--- src/rtl/div_pkg.sv ---
// Shared types and sizing helpers for the sequential restoring divider.
package div_pkg;

    typedef enum logic [1:0] {IDLE, CALC, DONE} div_state_t;

    // Width of a counter that must hold the value n.
    function automatic int cnt_w(input int n);
        return $clog2(n + 1);
    endfunction

endpackage

--- src/rtl/sub_borrow.sv ---
// W-bit subtractor a - b with a borrow-out; the subtract dual of the n-bit adder.
module sub_borrow #(
    parameter int W = 17
) (
    input  logic [W-1:0] a,
    input  logic [W-1:0] b,
    output logic [W-1:0] diff,
    output logic         borrow
);

    logic [W:0] wide;

    assign wide   = {1'b0, a} - {1'b0, b};
    assign diff   = wide[W-1:0];
    assign borrow = wide[W];

endmodule

--- src/rtl/seq_restoring_divider.sv ---
// Multi-cycle unsigned restoring divider: one quotient bit per clock, valid/ready on both sides.
module seq_restoring_divider
    import div_pkg::*;
#(
    parameter int N = 16
) (
    input  logic         clk,
    input  logic         rst_n,
    input  logic         in_valid,
    output logic         in_ready,
    input  logic [N-1:0] dividend,
    input  logic [N-1:0] divisor,
    output logic         out_valid,
    input  logic         out_ready,
    output logic [N-1:0] quotient,
    output logic [N-1:0] remainder,
    output logic         div_by_zero
);

    localparam int CW = cnt_w(N);

    // Handshake: a transfer happens on a rising edge where valid && ready are both high;
    // in_ready is high only in IDLE and out_valid only in DONE, so the two never overlap.
    div_state_t    state, state_next;
    logic [N:0]    rem;
    logic [N-1:0]  q;
    logic [N-1:0]  dvsr;
    logic [CW-1:0] count;

    logic          accept;
    logic [N:0]    shifted;
    logic [N:0]    trial;
    logic          borrow;
    logic [N:0]    rem_next;
    logic [N-1:0]  q_next;

    assign in_ready  = (state == IDLE);
    assign out_valid = (state == DONE);
    assign accept    = in_valid && in_ready;

    // rem[N] is always 0 between steps, so the left shift drops nothing.
    assign shifted = (rem << 1) | {{N{1'b0}}, q[N-1]};

    sub_borrow #(.W(N + 1)) u_sub (
        .a      (shifted),
        .b      ({1'b0, dvsr}),
        .diff   (trial),
        .borrow (borrow)
    );

    assign rem_next = borrow ? shifted : trial;
    assign q_next   = {q[N-2:0], ~borrow};

    always_ff @(posedge clk or negedge rst_n) begin
        if (!rst_n) begin
            state <= IDLE;
        end else begin
            state <= state_next;
        end
    end

    always_comb begin
        state_next = state;
        case (state)
            IDLE: begin
                if (accept) begin
                    state_next = (divisor == '0) ? DONE : CALC;
                end
            end
            CALC: begin
                if (count == CW'(1)) begin
                    state_next = DONE;
                end
            end
            DONE: begin
                if (out_ready) begin
                    state_next = IDLE;
                end
            end
            default: state_next = IDLE;
        endcase
    end

    always_ff @(posedge clk or negedge rst_n) begin
        if (!rst_n) begin
            rem         <= '0;
            q           <= '0;
            dvsr        <= '0;
            count       <= '0;
            quotient    <= '0;
            remainder   <= '0;
            div_by_zero <= 1'b0;
        end else if (accept) begin
            dvsr <= divisor;
            if (divisor == '0) begin
                quotient    <= '1;
                remainder   <= dividend;
                div_by_zero <= 1'b1;
            end else begin
                rem   <= '0;
                q     <= dividend;
                count <= CW'(N);
            end
        end else if (state == CALC) begin
            rem   <= rem_next;
            q     <= q_next;
            count <= count - CW'(1);
            // Last step: publish the result straight from the final shift.
            if (count == CW'(1)) begin
                quotient    <= q_next;
                remainder   <= rem_next[N-1:0];
                div_by_zero <= 1'b0;
            end
        end
    end

endmodule

--- config.mk ---
export PLATFORM = sky130hd
export DESIGN_NAME = seq_restoring_divider
export DESIGN_NICKNAME = d
export VERILOG_FILES = /design/src/rtl/div_pkg.sv /design/src/rtl/sub_borrow.sv /design/src/rtl/seq_restoring_divider.sv
export SDC_FILE = /design/constraint.sdc
export NUM_CORES = 1
export LEC_CHECK = 0
export ABC_CLOCK_PERIOD_IN_PS = 2900
export CAP_MARGIN = 10
export CORE_MARGIN = 2
export CORE_UTILIZATION = 53
export DETAILED_ROUTE_END_ITERATION = 10
export HOLD_SLACK_MARGIN = 0.03
export MAX_ROUTING_LAYER = met4
export PLACE_DENSITY = 0.78
export SYNTH_ARGS = -nofsm -noshare
export SYNTH_HDL_FRONTEND = slang
export SYNTH_SLANG_ARGS = --single-unit
--- constraint.sdc ---
create_clock -name clk -period 2.9 [get_ports clk]
set_clock_uncertainty 0.1 [all_clocks]
set_input_delay 0.725 -clock clk [delete_from_list [all_inputs] [get_ports clk]]
set_output_delay 0.725 -clock clk [all_outputs]
set_load 0.005 [all_outputs]
==> results of run 1 <==
-- where the power goes --
part / internal (mW) / switching, mW / total [mW]
logic: 2.23 / 2.64 / 4.87
registers: 1.86 / 0.444 / 2.30
clock network: 0.396 / 0.447 / 0.843
-- routing by layer --
layer	wire [um]	part of all wire, %	GRT usage [%]	up-vias
met5	0	0	-	-
met2	6130	49	44.7	155
met4	144	1.1	6.74	0
li1	-	-	-	2065
met3	838	6.7	4.78	17
met1	5490	44	36.5	2069
-- cells by family (layout without fill, tap and decap cells) --
logic type	count (synthesis)	count (layout)	share of synthesized area, %
fa+ha+maj	19	19	5.09
xor+xnor	11	11	2.00
mux	20	20	4.28
simple gates	198	198	18.7
compound gates	151	151	20.0
flops	88	88	45.7
buf+inv	50	132	4.31
-- worst min-delay path by stage --
stage	slack [ps]	start	cells past startpoint	endpoint
after CTS	90	rst_n	1	div_by_zero$_DFFE_PN0P_
after detailed placement	380	dvsr[0]$_DFFE_PN0P_	2	dvsr[0]$_DFFE_PN0P_
final	90	rst_n	1	div_by_zero$_DFFE_PN0P_
after global placement	360	div_by_zero$_DFFE_PN0P_	2	div_by_zero$_DFFE_PN0P_
after floorplan	330	rst_n	0	count[0]$_DFFE_PN0P_
after global routing	90	rst_n	1	div_by_zero$_DFFE_PN0P_
-- flip-flops by register name, indices dropped and copies added (netlist names) --
name,cells
dvsr,16
q,16
quotient,16
rem,16
remainder,16
count,5
state,2
div_by_zero,1
-- synthesized netlist by cell type (7+ instances only) --
library cell / count
a211oi_1: 9
a21o_1: 9
a21oi_1: 22
a31oi_1: 9
and3_1: 7
clkbuf_1: 22
dfrtp_1: 88
ha_1: 18
inv_1: 21
mux2i_1: 15
nand2_1: 101
nand3_1: 22
nor2_1: 21
nor2b_1: 7
nor3_1: 18
o211ai_1: 10
o21ai_0: 63
xnor2_1: 7
-- layout by cell type (no fill, tap or decap), types with 3 or more instances in the layout --
| cell | n |
|---|---|
| nor2b_1 | 7 |
| nand2_1 | 101 |
| nor4_1 | 4 |
| nand2b_1 | 3 |
| o31ai_1 | 3 |
| a32oi_1 | 3 |
| clkbuf_8 | 9 |
| nor3_1 | 18 |
| a31oi_1 | 9 |
| a21o_1 | 9 |
| xnor2_1 | 7 |
| ha_1 | 18 |
| inv_1 | 21 |
| a211oi_1 | 9 |
| o21ai_0 | 63 |
| nand3_1 | 22 |
| dfrtp_1 | 88 |
| buf_4 | 25 |
| clkdlybuf4s50_1 | 69 |
| xor2_1 | 4 |
| o211ai_1 | 10 |
| a21oi_1 | 22 |
| mux2_2 | 5 |
| and3_1 | 7 |
| mux2i_1 | 15 |
| nor2_1 | 21 |
| o21a_1 | 5 |
| clkinvlp_4 | 4 |
-- through the flow --
step           total power [mW]  TNS [ps]  hold WS, ps  util, %  instances
6_report                   8.01         0         90.6     67.8        727
2_1_floorplan              5.46         0          329        -        537
3_5_place_dp               7.13      -654          380     65.6        712
5_1_grt                    8.66         0         85.2     67.8        727
3_3_place_gp               6.93     -2420          360     65.6        712
4_1_cts                    8.00         0         86.4     67.8        727
-- area by class of cell --
| cell class | instances | area share [%] |
|---|---|---|
| Tap cell | 108 | 2.27 |
| Inverter | 21 | 1.33 |
| Timing Repair Buffer | 96 | 15.5 |
| Clock buffer | 9 | 2.09 |
| Clock inverter | 6 | 1.16 |
| Sequential cell | 88 | 37.1 |
| Multi-Input combinational cell | 399 | 40.6 |
==> results.md, run 1 <==
- DP Area: between 5000 and 6000 um2
- Die X: around 99 um
- Critical Path Source: rem[13]$_DFFE_PN0P_
- Final setup margin: ~180 ps
- Critical path type: flop to flop
- Core area: slightly below 9000 um2
- Drt drc: 0
- Grt ovf: 0
- Crit. End Element: flop
- Setup WS pre-CTS: -74.1 ps
- Slowest CP cell: dfrtp_1
- Peak supply drop: 783 uV
- Fillers: 727
- 1st-iter DRT viols: 170
- Slew Viols, Final: 0
- CP required: about 3000 ps
- RSZ-0062 raised after global routing: false
- # clock sinks: between 80 and 90
- Worst relative slew slack: 54.0%
- Num CTS Buffers: 9
- Starting Density: roughly 55%
- Crit path time final: approximately 2700 ps
- Slew @ Worst Pin: 690 ps
- Dpl hpwl: around 9500 um
- Max Cap Viol: 0
- FF-to-FF End: rem[15]$_DFFE_PN0P_
- CTS resizes: 0
- Crit path to: rem[15]$_DFFE_PN0P_
- Synth warn: 0
- Synth unique cells: 56
- Run status: complete, no violations
- Crit path DAT: about 2900 ps
- Clk pin slew, worst setup/hold paths: 90 ps
- Vias in the first global route: between 4000 and 5000
- Syn_area_per_cell: ~9 um2
- Post-Synthesis Cells: around 540
- Hold Vio Cnt, Final: 0
- Layout cells sized above 1: between 9 and 10%
- Yosys top cell by area: dfrtp_1
- Die Ht: a little under 100 um
- Startpoint types: flop
- Hold Crit Class: input port to asynchronous set/reset pin
- Die area: 9870 um2
- Worst R2R Setup Slack: 180 ps
- Number of synthesized register bits: 88
- Via density: slightly below 6
- P&R area growth vs syn: 23.3%
- Top FF cell, synth: dfrtp_1
- Endpoints failing setup: 0
- Total wire length: between 10000 and 15000 um
- Worst path top cell family by delay: compound AO/OA/AOI/OAI gates
- Port buffer count: 70
- Seq/Total Area, Yosys: 45.7%
- CP Depth: 8
- Max clock buf depth: 2
- Initial antenna violation count: 0
- Number of top-level pins: 71
- Placer Congestion: a little over 0.9
- Number of enable flip-flop cells after synthesis: 0
- Max stage delay on crit path: roughly 460 ps
- GRT Total Usage: between 20% and 30%
- Register area: approximately 2200 um2
- CTS tree: yes
- Syn_nets: between 500 and 600
- Later-pin clock latency in the skew report: 360 ps
- DR WL/cell: 17.3 um
- Critical Path Fanout Max: 11
- Post-CTS Hold Buffers: 0
- # rows: 34
- Post-CTS Repair Setup Buffers: 0
- LEAKAGE: around 2.6 nW
- Pwr per Cell Area: between 1000 and 1500 nW/um2
- Routed vias: approximately 4300
- Design area: between 5000 and 6000 um2
- Clk root buf: clkbuf_8
- Critical path, cell by cell: ha_1 > a21o_1 > a211o_1 > a221o_2 > or2_4 > buf_4 > nand2_1 > o211ai_1
- R2R Path Start: rem[13]$_DFFE_PN0P_
- N_diodes: 0
- Area share of the largest cell type after synthesis: 45.7%
- Synth top area cells: dfrtp_1 (46%), nand2_1 (7.9%), o21ai_0 (6.5%)
- Critical path buffers and inverters: 1
- Worst-case reg-to-reg path depth: 8
- Highest clock rate: between 300 and 400 MHz
- Multi-input gate area: about 2400 um2
- Global-route wire length before repair: ~21000 um
- H-tree depth: 3
- Synth Cell Area: 4820 um2
- Period utilisation layout: between 90% and 100%
- Nets: between 600 and 700
- Synth async-reset ratio: 100%
- Final ANT Viol Nets: 0
- Largest net degree at the start of global routing: 46
- DR pass1 iterations: 5
No activity file was read; power rests on OpenSTA's default activity.
==> inputs of run 2 (changes only) <==
- ABC_AREA: not set -> 1
- CORE_MARGIN: 2 -> 8
- PLACE_DENSITY: 0.78 -> 0.77
==> run 2 against run 1 <==
Synthesized area grew 9.0%. Design area grew 5.0%. Critical path depth grew 2. Final cell count grew 24%. Sequential power shrank 6%. Non-clock buffer count shrank 16. Worst hold slack gained 130 ps. Power grew 0.91%. Critical path type is now input port to flop. Flip-flop and latch count is the same. Worst setup slack gained 210 ps.
==> results.md, run 2 <==
- LEAKAGE: about 3.2 nW
- Setup TNS: 0 ps
- Most instantiated cells after synthesis: nand2_1 (219), inv_1 (102), dfrtp_1 (88)
- Port buffer count: 70
- Peak supply drop: about 500 uV
- Drt drc: 0
- GRT Total Usage: 20.7%
- Hold Crit Class: input port to asynchronous set/reset pin
- H-tree depth: 3
- CP required: between 3000 and 4000 ps
- Syn_nets: roughly 760
- Area share of the largest cell type after synthesis: between 40% and 50%
- Die Ht: 116 um
- Synth async-reset ratio: between 90% and 100%
- Via density: around 5.1
- Clk root buf: clkbuf_8
- Largest net degree at the start of global routing: 51
- Starting Density: a little over half
- # rows: 36
- Seq/Total Area, Yosys: about two fifths
- Synth top area cells: dfrtp_1 (42%), nand2_1 (16%), inv_1 (7.3%)
- Num CTS Buffers: 9
- Number of synthesized register bits: 88
- Leading cell type in the layout, fill and taps excluded: nand2_1
- Clk pin slew, worst setup/hold paths: about 90 ps
- Crit path time final: ~2500 ps
- Synth Cell Area: 5250 um2
- Crit. End Element: flop
- RSZ-0062 raised after global routing: false
- CTS resizes: 0
- Period utilisation layout: around 86%
- CTS tree: yes
- Critical path type: input port to flop
- Die X: roughly 120 um
- Layout cells sized above 1: under 10%
- 1st-iter DRT viols: about 340
- DR pass1 iterations: 5
- # clock sinks: 88
- Max clock buf depth: 2
- Top-count cell post-synth: nand2_1
- P&R area growth vs syn: 18.7%
- Highest clock rate: approximately 400 MHz
- Slew @ Worst Pin: about 500 ps
- N_diodes: 0
- Run status: complete, no violations
- Final ANT Viol Nets: 0
- Pwr per Cell Area: 1300 nW/um2
- Setup WS pre-CTS: between 30 and 40 ps
- Post-CTS Repair Setup Buffers: 0
- Final setup margin: between 300 and 400 ps
- Number of top-level pins: 71
- Startpoint types: input port
- Critical Path Fanout Max: 17
- Max Cap Viol: 0
- Initial antenna violation count: 0
- Slew Viols, Final: 0
- Dpl hpwl: approximately 9800 um
- Nets: ~820
- Hold Vio Cnt, Final: 0
- DR WL/cell: between 10 and 15 um
- Vias in the first global route: 4570
- Later-pin clock latency in the skew report: 360 ps
- Syn_area_per_cell: approximately 7.5 um2
- Yosys top cell by area: dfrtp_1
- Synth warn: 0
- Routed vias: between 4000 and 5000
- Crit path DAT: approximately 2700 ps
- Post-CTS Hold Buffers: 0
- Core area: between 9000 and 10000 um2
- Most frequent cells in the layout: nand2_1 (219), inv_1 (102), dfrtp_1 (88), clkdlybuf4s50_1 (69), o21ai_0 (52)
- Synth unique cells: 40
- Post-Synthesis Cells: 702
- Worst relative slew slack: between 60 and 70%
- Global-route wire length before repair: ~21000 um
- Total wire length: ~13000 um
- Top FF cell, synth: dfrtp_1
- Number of enable flip-flop cells after synthesis: 0
- Die area: between 10000 and 15000 um2
- Endpoints failing setup: 0
- Fillers: ~900
- Placer Congestion: 0.859
- Grt ovf: 0
run 2: worst max-delay path: stages:
cell             delay, ps
clkdlybuf4s50_1        460
inv_1                   50
nand4_1                 90
nor2_1                  50
nand2_1                120
nand2_2                100
nand2_1                200
clkinv_1               470
a21oi_1                280
a21oi_1                 90
run 2: cell type report:
cell class,instances,area (um2),area share [%]
Clock buffer,10,128,2.05
Clock inverter,6,67.6,1.08
Inverter,108,410,6.58
Multi-Input combinational cell,480,2450,39.3
Sequential cell,88,2200,35.3
Tap cell,133,166,2.67
Timing Repair Buffer,80,811,13.0
run 2: worst paths after layout:
kind                       cells after the start  slack, ps                     start                        to
max                                           10        390               divisor[15]          q[0]$_DFFE_PN0P_
min                                            1        220                     rst_n        rem[1]$_DFFE_PN0P_
max reg2reg                                   12        490        rem[1]$_DFFE_PN0P_        rem[5]$_DFFE_PN0P_
min reg2reg                                    2        390  quotient[12]$_DFFE_PN0P_  quotient[12]$_DFFE_PN0P_
max in group asynchronous                      2       1890                     rst_n      count[3]$_DFFE_PN0P_
min in group clk                               2        390  quotient[12]$_DFFE_PN0P_  quotient[12]$_DFFE_PN0P_
run 2: cell families (layout without fill, tap and decap cells):
group                    count (synthesis)  count (layout)  share of synthesized area (%)
flip-flops                              88              88                           41.9
AND/OR/NAND/NOR                        351             351                           30.1
adder cells (fa/ha/maj)                 19              19                           4.67
XOR/XNOR                                11              11                           1.83
buffers and inverters                  134             204                           11.4
AO/OA/AOI/OAI                           99              99                           10.1
run 2: routing by layer:
metal / track usage, % / up-vias / routed length, um
met5: - / - / 0
met4: 5.52 / 0 / 117
met3: 2.81 / 9 / 582
met2: 33.5 / 113 / 6100
met1: 26.7 / 2153 / 5980
li1: - / 2331 / -
run 2: report_power, final:
part / internal (mW) / total (mW) / switching, mW / leakage, nW
logic: 2.01 / 5.04 / 3.04 / 2.08
clock network: 0.404 / 0.868 / 0.464 / 0.0933
registers: 1.82 / 2.17 / 0.349 / 1.06
run 2: through the flow:
step	utilization [%]	hold slack, ps	std cells	cell area (um2)	total power [mW]
final	64.4	220	905	6240	8.08
after global routing	64.4	235	905	6240	8.91
after CTS	64.4	226	905	6240	8.11
after detailed placement	62.4	373	889	6040	7.23
after global placement	62.4	362	889	6040	7.08
after floorplan	-	329	702	5250	5.80
